===== config.mk =====
export PLATFORM = sky130hd
export DESIGN_NAME = opb_master_bridge
export DESIGN_NICKNAME = d
export VERILOG_FILES = /design/src/rtl/opb_master_pkg.sv /design/src/rtl/opb_master_tout_cnt.sv /design/src/rtl/opb_master_bridge.sv
export SDC_FILE = /design/constraint.sdc
export NUM_CORES = 1
export LEC_CHECK = 0
export BUFFER_PORTS_ARGS = -buffer_cell sky130_fd_sc_hd__buf_2
export CORE_MARGIN = 1
export CORE_UTILIZATION = 48
export CTS_CLUSTER_DIAMETER = 40
export DETAILED_ROUTE_END_ITERATION = 8
export PLACE_DENSITY = 0.8
export SLEW_MARGIN = 20
export SYNTH_ARGS = -nofsm -noshare
export SYNTH_HDL_FRONTEND = slang
export SYNTH_SLANG_ARGS = --single-unit

===== constraint.sdc =====
create_clock -name OPB_Clk -period 5.99 [get_ports OPB_Clk]
set_input_delay 1.797 -clock OPB_Clk [delete_from_list [all_inputs] [get_ports OPB_Clk]]
set_output_delay 1.797 -clock OPB_Clk [all_outputs]
set_load 0.005 [all_outputs]

===== src/rtl/opb_master_pkg.sv =====
// Shared definitions for the OPB master bridge.
//   - default bus widths
//   - controller state encoding (legacy-compatible localparam constants)
//   - response code values reported on rsp_code
//   - counter width helper used by opb_master_tout_cnt
package opb_master_pkg;

    localparam int unsigned OPB_AWIDTH = 32;
    localparam int unsigned OPB_DWIDTH = 32;

    // Controller states
    localparam logic [2:0] ST_IDLE    = 3'd0;
    localparam logic [2:0] ST_REQ     = 3'd1;
    localparam logic [2:0] ST_XFER    = 3'd2;
    localparam logic [2:0] ST_BACKOFF = 3'd3;
    localparam logic [2:0] ST_DONE    = 3'd4;

    // Response codes
    localparam logic [1:0] RSP_OK      = 2'b00;
    localparam logic [1:0] RSP_ERRACK  = 2'b01;
    localparam logic [1:0] RSP_TIMEOUT = 2'b10;
    localparam logic [1:0] RSP_RETRY   = 2'b11;

    // Bits needed to count 0 .. limit-1 (at least one bit).
    function automatic int unsigned cnt_width(input int unsigned limit);
        return (limit < 2) ? 1 : $clog2(limit);
    endfunction

endpackage


===== src/rtl/opb_master_tout_cnt.sv =====
// Load/enable/hold cycle counter with a terminal flag.
// Used by the bridge both for the bus timeout and for the retry back-off gap.
// Ports:
//   clk   in   clock, rising edge
//   rst   in   asynchronous active-high reset
//   load  in   restart the count at zero (wins over en)
//   en    in   count this cycle; count holds while low
//   last  out  count has reached LIMIT-1, i.e. this is the LIMIT-th counted cycle
module opb_master_tout_cnt
    import opb_master_pkg::*;
#(
    parameter int unsigned LIMIT = 16
) (
    input  logic clk,
    input  logic rst,
    input  logic load,
    input  logic en,
    output logic last
);

    localparam int unsigned CW = cnt_width(LIMIT);
    localparam logic [CW-1:0] LAST_VAL = CW'(LIMIT - 1);

    logic [CW-1:0] cnt_q;

    // Saturates at LAST_VAL so a stalled owner never sees the flag wrap.
    always_ff @(posedge clk or posedge rst) begin
        if (rst) begin
            cnt_q <= '0;
        end else if (load) begin
            cnt_q <= '0;
        end else if (en && !last) begin
            cnt_q <= cnt_q + CW'(1);
        end
    end

    assign last = (cnt_q == LAST_VAL);

endmodule


===== src/rtl/opb_master_bridge.sv =====
// OPB bus initiator: turns one user command into one OPB master transfer and
// reports the outcome. One transfer outstanding; handles arbitration grant,
// slave retry with back-off, and bus timeout.
// Ports:
//   OPB_Clk, OPB_Rst                 bus clock / async active-high reset
//   cmd_valid/cmd_ready              command handshake (ready only when idle)
//   cmd_rnw, cmd_addr, cmd_be, cmd_wdata   command fields, captured on accept
//   rsp_valid                        one-cycle completion pulse
//   rsp_rdata, rsp_code              read data / status, held until next completion
//   M_request, M_select, M_RNW       master control to arbiter and bus
//   M_ABus, M_BE, M_DBus             master buses, zero while not selected (OR-bus)
//   M_seqAddr, M_busLock             tied low
//   OPB_MGrant, OPB_xferAck, OPB_errAck, OPB_retry, OPB_toutSup, OPB_DBus   bus inputs
module opb_master_bridge
    import opb_master_pkg::*;
#(
    parameter int unsigned C_OPB_AWIDTH     = OPB_AWIDTH,
    parameter int unsigned C_OPB_DWIDTH     = OPB_DWIDTH,
    parameter int unsigned C_TIMEOUT_CYCLES = 16,
    parameter int unsigned C_MAX_RETRY      = 7,
    parameter int unsigned C_RETRY_GAP      = 2
) (
    input  logic                      OPB_Clk,
    input  logic                      OPB_Rst,
    // user command side
    input  logic                      cmd_valid,
    output logic                      cmd_ready,
    input  logic                      cmd_rnw,
    input  logic [0:C_OPB_AWIDTH-1]   cmd_addr,
    input  logic [0:C_OPB_DWIDTH/8-1] cmd_be,
    input  logic [0:C_OPB_DWIDTH-1]   cmd_wdata,
    // user response side
    output logic                      rsp_valid,
    output logic [0:C_OPB_DWIDTH-1]   rsp_rdata,
    output logic [1:0]                rsp_code,
    // OPB master outputs
    output logic                      M_request,
    output logic                      M_select,
    output logic                      M_RNW,
    output logic [0:C_OPB_AWIDTH-1]   M_ABus,
    output logic [0:C_OPB_DWIDTH/8-1] M_BE,
    output logic [0:C_OPB_DWIDTH-1]   M_DBus,
    output logic                      M_seqAddr,
    output logic                      M_busLock,
    // OPB inputs
    input  logic                      OPB_MGrant,
    input  logic                      OPB_xferAck,
    input  logic                      OPB_errAck,
    input  logic                      OPB_retry,
    input  logic                      OPB_toutSup,
    input  logic [0:C_OPB_DWIDTH-1]   OPB_DBus
);

    logic [2:0]                state_q, state_d;
    logic                      rnw_q;
    logic [0:C_OPB_AWIDTH-1]   addr_q;
    logic [0:C_OPB_DWIDTH/8-1] be_q;
    logic [0:C_OPB_DWIDTH-1]   wdata_q;
    logic [7:0]                retry_cnt_q;
    logic [0:C_OPB_DWIDTH-1]   rdata_q;
    logic [1:0]                code_q;

    logic accept;
    logic in_xfer;
    logic ack_hit;
    logic retry_hit;
    logic retry_limit;
    logic tout_hit;
    logic tout_last;
    logic gap_last;

    assign in_xfer     = (state_q == ST_XFER);
    assign accept      = (state_q == ST_IDLE) && cmd_valid;
    // Priority within a transfer cycle: xferAck, then retry, then timeout.
    assign ack_hit     = in_xfer && OPB_xferAck;
    assign retry_hit   = in_xfer && !OPB_xferAck && OPB_retry;
    assign retry_limit = (retry_cnt_q == 8'(C_MAX_RETRY));
    assign tout_hit    = in_xfer && !OPB_xferAck && !OPB_retry && !OPB_toutSup && tout_last;

    // Timeout: restarted on every entry to XFER, frozen while the slave suppresses.
    opb_master_tout_cnt #(
        .LIMIT (C_TIMEOUT_CYCLES)
    ) u_tout_cnt (
        .clk  (OPB_Clk),
        .rst  (OPB_Rst),
        .load ((state_q == ST_REQ) && OPB_MGrant),
        .en   (in_xfer && !OPB_toutSup),
        .last (tout_last)
    );

    // Back-off gap: restarted on the retry, runs through BACKOFF.
    opb_master_tout_cnt #(
        .LIMIT (C_RETRY_GAP)
    ) u_gap_cnt (
        .clk  (OPB_Clk),
        .rst  (OPB_Rst),
        .load (retry_hit),
        .en   (state_q == ST_BACKOFF),
        .last (gap_last)
    );

    always_comb begin
        state_d = state_q;
        case (state_q)
            ST_IDLE: begin
                if (cmd_valid) state_d = ST_REQ;
            end
            ST_REQ: begin
                if (OPB_MGrant) state_d = ST_XFER;
            end
            ST_XFER: begin
                if (ack_hit) begin
                    state_d = ST_DONE;
                end else if (retry_hit) begin
                    state_d = retry_limit ? ST_DONE : ST_BACKOFF;
                end else if (tout_hit) begin
                    state_d = ST_DONE;
                end
            end
            ST_BACKOFF: begin
                if (gap_last) state_d = ST_REQ;
            end
            ST_DONE: begin
                state_d = ST_IDLE;
            end
            default: begin
                state_d = ST_IDLE;
            end
        endcase
    end

    always_ff @(posedge OPB_Clk or posedge OPB_Rst) begin
        if (OPB_Rst) begin
            state_q <= ST_IDLE;
        end else begin
            state_q <= state_d;
        end
    end

    // Command capture; the command inputs are not looked at again until idle.
    always_ff @(posedge OPB_Clk or posedge OPB_Rst) begin
        if (OPB_Rst) begin
            rnw_q   <= 1'b0;
            addr_q  <= '0;
            be_q    <= '0;
            wdata_q <= '0;
        end else if (accept) begin
            rnw_q   <= cmd_rnw;
            addr_q  <= cmd_addr;
            be_q    <= cmd_be;
            wdata_q <= cmd_wdata;
        end
    end

    // Retry count is per command, not per attempt.
    always_ff @(posedge OPB_Clk or posedge OPB_Rst) begin
        if (OPB_Rst) begin
            retry_cnt_q <= '0;
        end else if (accept) begin
            retry_cnt_q <= '0;
        end else if (retry_hit) begin
            retry_cnt_q <= retry_cnt_q + 8'd1;
        end
    end

    // Response registers hold their value between completions; read data is
    // only replaced by an acknowledged read.
    always_ff @(posedge OPB_Clk or posedge OPB_Rst) begin
        if (OPB_Rst) begin
            rdata_q <= '0;
            code_q  <= RSP_OK;
        end else begin
            if (ack_hit) begin
                code_q <= OPB_errAck ? RSP_ERRACK : RSP_OK;
                if (rnw_q) rdata_q <= OPB_DBus;
            end else if (retry_hit && retry_limit) begin
                code_q <= RSP_RETRY;
            end else if (tout_hit) begin
                code_q <= RSP_TIMEOUT;
            end
        end
    end

    // All bus outputs decode straight from state so the async reset clears
    // them in the same cycle it is asserted.
    assign cmd_ready = (state_q == ST_IDLE) && !OPB_Rst;
    assign rsp_valid = (state_q == ST_DONE);
    assign rsp_rdata = rdata_q;
    assign rsp_code  = code_q;

    assign M_request = (state_q == ST_REQ);
    assign M_select  = in_xfer;
    assign M_RNW     = in_xfer && rnw_q;
    assign M_ABus    = in_xfer ? addr_q : '0;
    assign M_BE      = in_xfer ? be_q : '0;
    // Write data only on writes, so reads leave the OR-ed data bus to the slave.
    assign M_DBus    = (in_xfer && !rnw_q) ? wdata_q : '0;
    assign M_seqAddr = 1'b0;
    assign M_busLock = 1'b0;

endmodule

# --- After elaboration in Yosys (flattened, before gate mapping) ---
# Cells that the tools add are included.
classes:
  reduce_logical: 29
  add_sub_neg: 3
  mux: 21
  n_eq_ne: 10
op_table:
  columns: ["op", "count"]
  rows:
  - ["two-way mux 32 bit", 2]
  - ["two-way mux 3 bit", 7]
  - ["two-way mux 8 bit", 2]
  - ["logical AND 1 bit", 15]
  - ["two-way mux 4 bit", 3]
  - ["case mux 3 bit (4 select lines)", 1]
  - ["adder 8 x 1 -> 8 bit (second input constant)", 1]
  - ["== test 8 x 3 -> 1 bit (second input constant)", 1]
  - ["zero test 1 bit", 7]
  - ["== test 3 x 2 -> 1 bit (second input constant)", 2]
  - ["two-way mux 2 bit", 3]
  - ["nonzero test 2 bit", 3]
  - ["adder 4 x 1 -> 4 bit (second input constant)", 1]
  - ["== test 4 bit (second input constant)", 1]
  - ["!= test 2 bit (second input constant)", 2]
  - ["!= test 4 x 1 -> 1 bit (second input constant)", 1]
  - ["AND reduction 4 bit", 1]
  - ["== test 3 x 1 -> 1 bit (second input constant)", 1]
  - ["== test 3 bit (second input constant)", 1]
  - ["zero test 3 bit", 1]
  - ["two-way mux 1 bit", 3]
  - ["nonzero test 3 bit", 1]
  - ["!= test 2 x 1 -> 1 bit (second input constant)", 1]
  - ["AND reduction 2 bit", 1]
  - ["adder 1 bit (second input constant)", 1]
totals:
  elab_cells: 73
  register_bits: 119
  output_inout_bits: 109
  in_bits: 109

# --- Logic depth before layout (Yosys ltp) ---
# Gate-level depths: netlist (run 1).
logic_depth:
  word_depth: 9
  ltp_mapped: 7
  ltp_nobuf: 6

# --- By module ---
# A second synthesis (run 1) with hierarchy kept.
unflattened:
  hier_cells: 402
  hier_area_um2: 5421.4
by_module_without_submodules:
  columns: ["module", "area_each_um2", "instances", "seq_area_each_um2", "cells_per_inst"]
  rows:
  - ["opb_master_bridge", 5149.9, 1, 2852.7, 378]
  - ["opb_master_tout_cnt at u_tout_cnt", 232.7, 1, 100.1, 21]
  - ["opb_master_tout_cnt at u_gap_cnt", 38.8, 1, 25.0, 3]

# --- Worst setup path before layout (run 1) ---
# Ideal clock, no wire load.
synth_path:
  path_type: "input to output"
  startpoint: "in OPB_Rst"
  endpoint: "out cmd_ready"
  setup_slack_ps: 2180
  arrival_time_ps: 2013
  cell_stages: 1
  path_buffers: 0
  required_ps: 4193
  cell_sequence: "nor4_1"
synth_via:
  elab_chain_cells: 2
synth_rtl:
  columns: ["element", "line", "source"]
  rows:
  - ["start: declaration", "opb_master_bridge.sv:24", "input logic OPB_Rst,"]
  - ["zero test 1 bit", "opb_master_bridge.sv:186", "assign cmd_ready = (state_q == ST_IDLE) && !OPB_Rst;"]
  - ["logical AND 1 bit", "opb_master_bridge.sv:186", null]
  - ["end: declaration", "opb_master_bridge.sv:27", "output logic cmd_ready,"]
# No other way between the ends.

# --- Final worst setup path (run 1) ---
# Ends and elaborated chain as after synthesis.

==> results of run 1 <==
==> metal layers <==
layer / track usage / up-vias / part of all wire
met4: 0.06360 / 0 / 0.0080
met3: 0.06806 / 10 / 0.072
met5: 0 / - / 0
met2: 0.3734 / 165 / 0.49
li1: - / 2136 / -
met1: 0.2779 / 2007 / 0.43
==> cell type report <==
type	instances	area [sq um]
flip-flops and latches	119	2978
fillers	859	3498
clock inverters	9	126.4
multi-input cells	387	2105
repair buffers	220	1114
clock buffers	21	449.2
well taps	136	170.2
inverters	4	22.52
==> where the power goes <==
group,leakage [nW],internal [mW],switching [mW],total (mW)
clock,0.283,0.648,0.329,0.977
combinational,2.13,0.432,0.527,0.959
sequential,1.49,1.15,0.181,1.33
total,3.91,2.23,1.04,3.27
==> worst register-to-register path, stage by stage (launching register included) <==
cell      delay (ps)
dfrtp_1          490
nand3b_4         240
inv_4            360
nand4_1          330
or3_1            420
a21oi_1          150
==> final timing paths <==
check / end / cells past startpoint / startpoint
worst min-delay path: wdata_q[4]$_DFFE_PP0P_ / 2 / wdata_q[4]$_DFFE_PP0P_
worst max-delay path: cmd_ready / 3 / OPB_Rst
max in group asynchronous: rsp_rdata[2]$_DFFE_PP0P_ / 3 / OPB_Rst
worst max register to register: retry_cnt_q[7]$_DFFE_PP0P_ / 5 / state_q[0]$_DFFE_PP0P_
worst min register to register: wdata_q[4]$_DFFE_PP0P_ / 2 / wdata_q[4]$_DFFE_PP0P_
min in group asynchronous: addr_q[25]$_DFFE_PP0P_ / 2 / OPB_Rst
==> state kept, by name, summed over array words and instances, names as in the netlist <==
register / flops
rnw_q: 1
u_gap_cnt.last: 1
rsp_rdata: 32
state_q: 3
retry_cnt_q: 8
addr_q: 32
be_q: 4
wdata_q: 32
u_tout_cnt.cnt_q: 4
rsp_code: 2
==> stage by stage <==
stage	util	setup WS [ps]	cells	area [sq um]	hold WS (ps)
final	0.6656	1973	896	6964	461.2
after global routing	0.6656	1905	896	6964	486.8
after CTS	0.6654	1975	896	6962	467.6
after detailed placement	0.6104	1975	866	6386	453.9
after global placement	0.6104	1966	866	6386	449.2
after floorplan	-	1036	541	5243	437.4
==> cell families (layout without fill, tap and decap cells) <==
kind of cell / Yosys count / count (layout)
mux: 35 / 35
other cells: 1 / 2
simple gates: 319 / 319
compound gates: 25 / 25
flops: 119 / 119
xor+xnor: 4 / 4
fa+ha+maj: 2 / 2
buf+inv: 35 / 254
==> layout by cell type, fill, tap and decap left out, types with 3 or more instances in the layout <==
master     synthesis  final
a21oi_1            5      5
clkbuf_16          0     16
nand3_1            8      8
o21ai_1            4      4
nor3_1             3      3
buf_4              2      5
clkbuf_8           0      3
mux2_1            33     33
xor2_1             3      3
bufinv_16          0      3
o31ai_1            4      4
clkinv_2           0      4
and2_1            70     69
buf_2             12    215
nand2_1          216    215
o211ai_1           4      4
dfrtp_1          119    119
nor2_1             6      6
==> flow_metrics.env, run 1 <==
export IMPL_outcome="finished, final reports clean"
export IMPL_clock_sinks=119
export IMPL_drc=0
export IMPL_total_power_mw=3.269
export IMPL_numPortBuffers=215
export IMPL_antenna_left=0
export IMPL_synth_adder_area_share=0.004777
export IMPL_min_period_ps=4017
export IMPL_vias_per_cell=4.819
export IMPL_yosysWarningCount=0
export IMPL_synth_edf_count=0
export IMPL_slew_headroom=0.5011
export IMPL_synthTopCellsByArea="dfrtp_1 (57%), nand2_1 (15%), and2_1 (8.4%), mux2_1 (7.1%), buf_2 (1.1%)"
export IMPL_crit_required_ps=4190
export IMPL_clockBufferDepth=2
export IMPL_routed_wl_microns=12190
export IMPL_cts_setup_buffers=0
export IMPL_synthTopCellsByCount="nand2_1 (216), dfrtp_1 (119), and2_1 (70)"
export IMPL_hp_class="reg -> reg"
export IMPL_vias=4318
export IMPL_antenna_found_initial=0
export IMPL_min_period_over_period=0.6706
export IMPL_fin_worst_skew_ps=5.288
export IMPL_synth_distinct_cells=45
export IMPL_grt_max_degree=85
export IMPL_io_pins=218
export IMPL_insertion_delay_ps=490
export IMPL_wl_per_cell_microns=13.61
export IMPL_h_tree_depth=4
export IMPL_path_clk_slew_ps=50
export IMPL_worst_path_buf_inv=2
export IMPL_syn_area_sq_um=5239
export IMPL_rows=37
export IMPL_ys_ff_latch=119
export IMPL_worstSetupEndpointType="output pin"
export IMPL_synth_top_family_by_area="simple AND/OR/NAND/NOR gates"
export IMPL_seq_area_frac_synth=0.5684
export IMPL_ctsResizeCount=0
export IMPL_area_growth_pct=32.94
export IMPL_power_density_nw_per_um2=469.4
export IMPL_yosysTopAreaCell="dfrtp_1"
export IMPL_synth_compound_area_share=0.03153
export IMPL_cts_root_buffer="clkbuf_8"
export IMPL_synth_async_reset_ratio=1.000
export IMPL_worstPathMaxFanout=2
export IMPL_dr_pass1_iters=4
export IMPL_drive_gt1_frac=0.3421
export IMPL_syn_avg_cell_area_sq_um=9.701
export IMPL_drtIter0Drc=138
export IMPL_track_usage=0.2225
export IMPL_routabilityCongestion=0.7534
export IMPL_grt_pass1_vias=4201
export IMPL_crit_path_cell_trace="buf_2, nor4_1, buf_2"
export IMPL_coreArea_sq_um=10460
export IMPL_synthMuxAreaShare=0.07499
export IMPL_start_util=0.5007
export IMPL_netlist_instances=540
export IMPL_fp_dieH_microns=106.5
export IMPL_slowest_delay_ps=150
export IMPL_setup_violations=0
export IMPL_max_freq_mhz=249.0
export IMPL_r2r_slack_ps=3920
export IMPL_leakage_nw=3.909
export IMPL_nets=860
export IMPL_finalHoldViolations=0
export IMPL_crit_arrival_ps=2220
export IMPL_synth_top_area_share=0.5684
export IMPL_finalMaxSlewViolations=0
export IMPL_synth_most_common_cell="nand2_1"
export IMPL_yosys_area_share_xor_xnor=0.006687
export IMPL_cp_common_cell="buf_2"
export IMPL_gr_total_overflow=0
export IMPL_cts_hold_buf=0
export IMPL_critPathTopFamily="buffers and inverters"
export IMPL_grt_pass1_wl_microns=19690
export IMPL_irDropWorstVdd_uv=213.2
export IMPL_fp_dieW_microns=106.5
export IMPL_cp_slowest_cell="buf_2"
export IMPL_path_class="in -> out"
export IMPL_setup_tns_ps=0
export IMPL_antennaDiodeCount=0
export IMPL_hpwl_microns=8462
export IMPL_worstSetupStartpointType="input port"
export IMPL_max_slew_worst_pin_slew_ps=748.3
export IMPL_tritoncts="built"
export IMPL_max_cap_viol_count=0
export IMPL_rsz0062_at_grt="false"
export IMPL_synth_ff_type="dfrtp_1"
export IMPL_yosys_area_share_simple=0.2816
export IMPL_dieArea_sq_um=11340
export IMPL_cts_buffers=17
(Power assumes the default switching activity.)
==> run 2: changes to the inputs <==
==> constraint.sdc (replaced) <==
create_clock -name OPB_Clk -period 4 [get_ports OPB_Clk]
set_input_delay 1.2 -clock OPB_Clk [delete_from_list [all_inputs] [get_ports OPB_Clk]]
set_output_delay 1.2 -clock OPB_Clk [all_outputs]
set_load 0.005 [all_outputs]
==> run 2 against run 1 <==
  * Clock skew barely moved
  * Global-route usage rose by 0.89 points
  * Cell count rose by 0.33%
  * First-iteration DRC count rose by 22%
  * Via count rose by 2.9%
  * Core utilization rose by 0.57 points
  * Largest cell class unchanged
==> flow_metrics.env, run 2 (same netlist as run 1, synthesis figures left out) <==
export IMPL_grt_pass1_vias=4392
export IMPL_cts_root_buffer="clkbuf_8"
export IMPL_max_cap_viol_count=0
export IMPL_io_pins=218
export IMPL_track_usage=0.2313
export IMPL_nets=862
export IMPL_grt_pass1_wl_microns=20180
export IMPL_drt_met1_wl_microns=5103
export IMPL_vias=4442
export IMPL_antenna_left=0
export IMPL_gr_total_overflow=0
export IMPL_fin_area_sq_um=7024
export IMPL_rsz0062_at_grt="false"
export IMPL_antennaDiodeCount=0
export IMPL_h_tree_depth=4
export IMPL_hp_start="wdata_q[12]$_DFFE_PP0P_"
export IMPL_min_period_ps=3141
export IMPL_finalHoldViolations=0
export IMPL_cts_buffers=17
export IMPL_cts_hold_buf=0
export IMPL_routabilityCongestion=0.7925
export IMPL_drtIter0Drc=168
export IMPL_finalMaxSlewViolations=0
export IMPL_layout_common_cells="nand2_1 (215), buf_2 (215), dfrtp_1 (119), and2_1 (69), mux2_1 (33)"
export IMPL_hpwl_microns=8623
export IMPL_critPathTopFamily="flip-flops"
export IMPL_max_slew_worst_pin_slew_ps=853.4
export IMPL_area_growth_pct=34.08
export IMPL_numPortBuffers=215
export IMPL_fp_dieW_microns=106.5
export IMPL_crit_required_ps=2800
export IMPL_setup_violations=0
export IMPL_leakage_nw=3.922
export IMPL_coreArea_sq_um=10460
export IMPL_hp_class="reg -> reg"
export IMPL_placed_cell_area_sq_um=6415
export IMPL_highest_layer="met4"
export IMPL_drc=0
export IMPL_clockBufferDepth=2
export IMPL_crit_path_cell_trace="nand3b_4, nor2_1, buf_4, and2_1, buf_2"
export IMPL_worstPathMaxFanout=32
export IMPL_worstSetupEndpointType="output pin"
export IMPL_routed_wl_microns=12480
export IMPL_cts_setup_buffers=0
export IMPL_wl_per_cell_microns=13.88
export IMPL_insertion_delay_ps=510
export IMPL_worstSetupStartpointType="flip-flop"
export IMPL_r2r_start="state_q[1]$_DFFE_PP0P_"
export IMPL_rows=37
export IMPL_antenna_found_initial=0
export IMPL_fp_dieH_microns=106.5
export IMPL_wl_met2_microns=6176
export IMPL_wl_met3_microns=969
export IMPL_max_freq_mhz=318.3
export IMPL_power_density_nw_per_um2=711.8
export IMPL_tritoncts="built"
export IMPL_cp_slowest_cell="dfrtp_1"
export IMPL_worst_path_buf_inv=2
export IMPL_outcome="finished, final reports clean"
export IMPL_dieArea_sq_um=11340
export IMPL_clock_sinks=119
export IMPL_slew_headroom=0.4310
export IMPL_fin_worst_skew_ps=5.437
export IMPL_vias_per_cell=4.941
export IMPL_path_clk_slew_ps=60
export IMPL_min_period_over_period=0.7854
export IMPL_drive_gt1_frac=0.3460
export IMPL_slowest_delay_ps=570
export IMPL_irDropWorstVdd_uv=332.0
export IMPL_ctsResizeCount=0
export IMPL_crit_arrival_ps=1940
export IMPL_dr_pass1_iters=4
export IMPL_path_class="reg -> out"
export IMPL_setup_tns_ps=0
export IMPL_grt_max_degree=56
export IMPL_startpoint="state_q[1]$_DFFE_PP0P_"
export IMPL_start_util=0.5007
export IMPL_fin_ws_ps=858.6
export IMPL_place_ws_ps=1183
run 2: layer usage:
layer	global-route usage	vias to the layer above
li1	-	2145
met1	0.2659	2096
met2	0.4012	182
met3	0.07174	19
met4	0.09198	0
met5	0	-
run 2: layout make-up:
cell class              count  area (sq um)
flip-flops and latches    119          2978
multi-input cells         387          2105
well taps                 136         170.2
clock inverters            12         177.7
repair buffers            222          1141
inverters                   4         21.27
clock buffers              19         431.7
fillers                   822          3438
run 2: worst paths after layout:
path,endpoint,slack [ps],depth (start not counted)
worst min register to register,wdata_q[12]$_DFFE_PP0P_,460,2
worst max register to register,wdata_q[14]$_DFFE_PP0P_,1800,5
worst max-delay path,M_DBus[14],860,5
max in group asynchronous,rsp_rdata[26]$_DFFE_PP0P_,2340,3
worst min-delay path,wdata_q[12]$_DFFE_PP0P_,460,2
min in group asynchronous,addr_q[26]$_DFFE_PP0P_,830,2
run 2: tightest hold or removal path, delay by kind of cell (launching register included):
| family | cells | cell delay [ps] |
|---|---|---|
| DFF | 1 | 330 |
| and+or+nand+nor | 2 | 100 |
run 2: through the flow:
step	hold slack, ps	std cells	power, mW	util
floorplan	437.4	541	2.875	-
global placement	449.2	868	3.386	0.6131
detailed placement	454.2	868	3.475	0.6131
CTS	468.4	899	5.064	0.6714
global route	486.4	899	5.372	0.6714
finish	464.3	899	5.000	0.6714
run 2: power by group:
part | leakage, nW | switching (mW) | internal, mW
combinational | 2.14 | 0.788 | 0.654
sequential | 1.49 | 0.275 | 1.73
clock | 0.286 | 0.535 | 1.02
total | 3.92 | 1.60 | 3.40
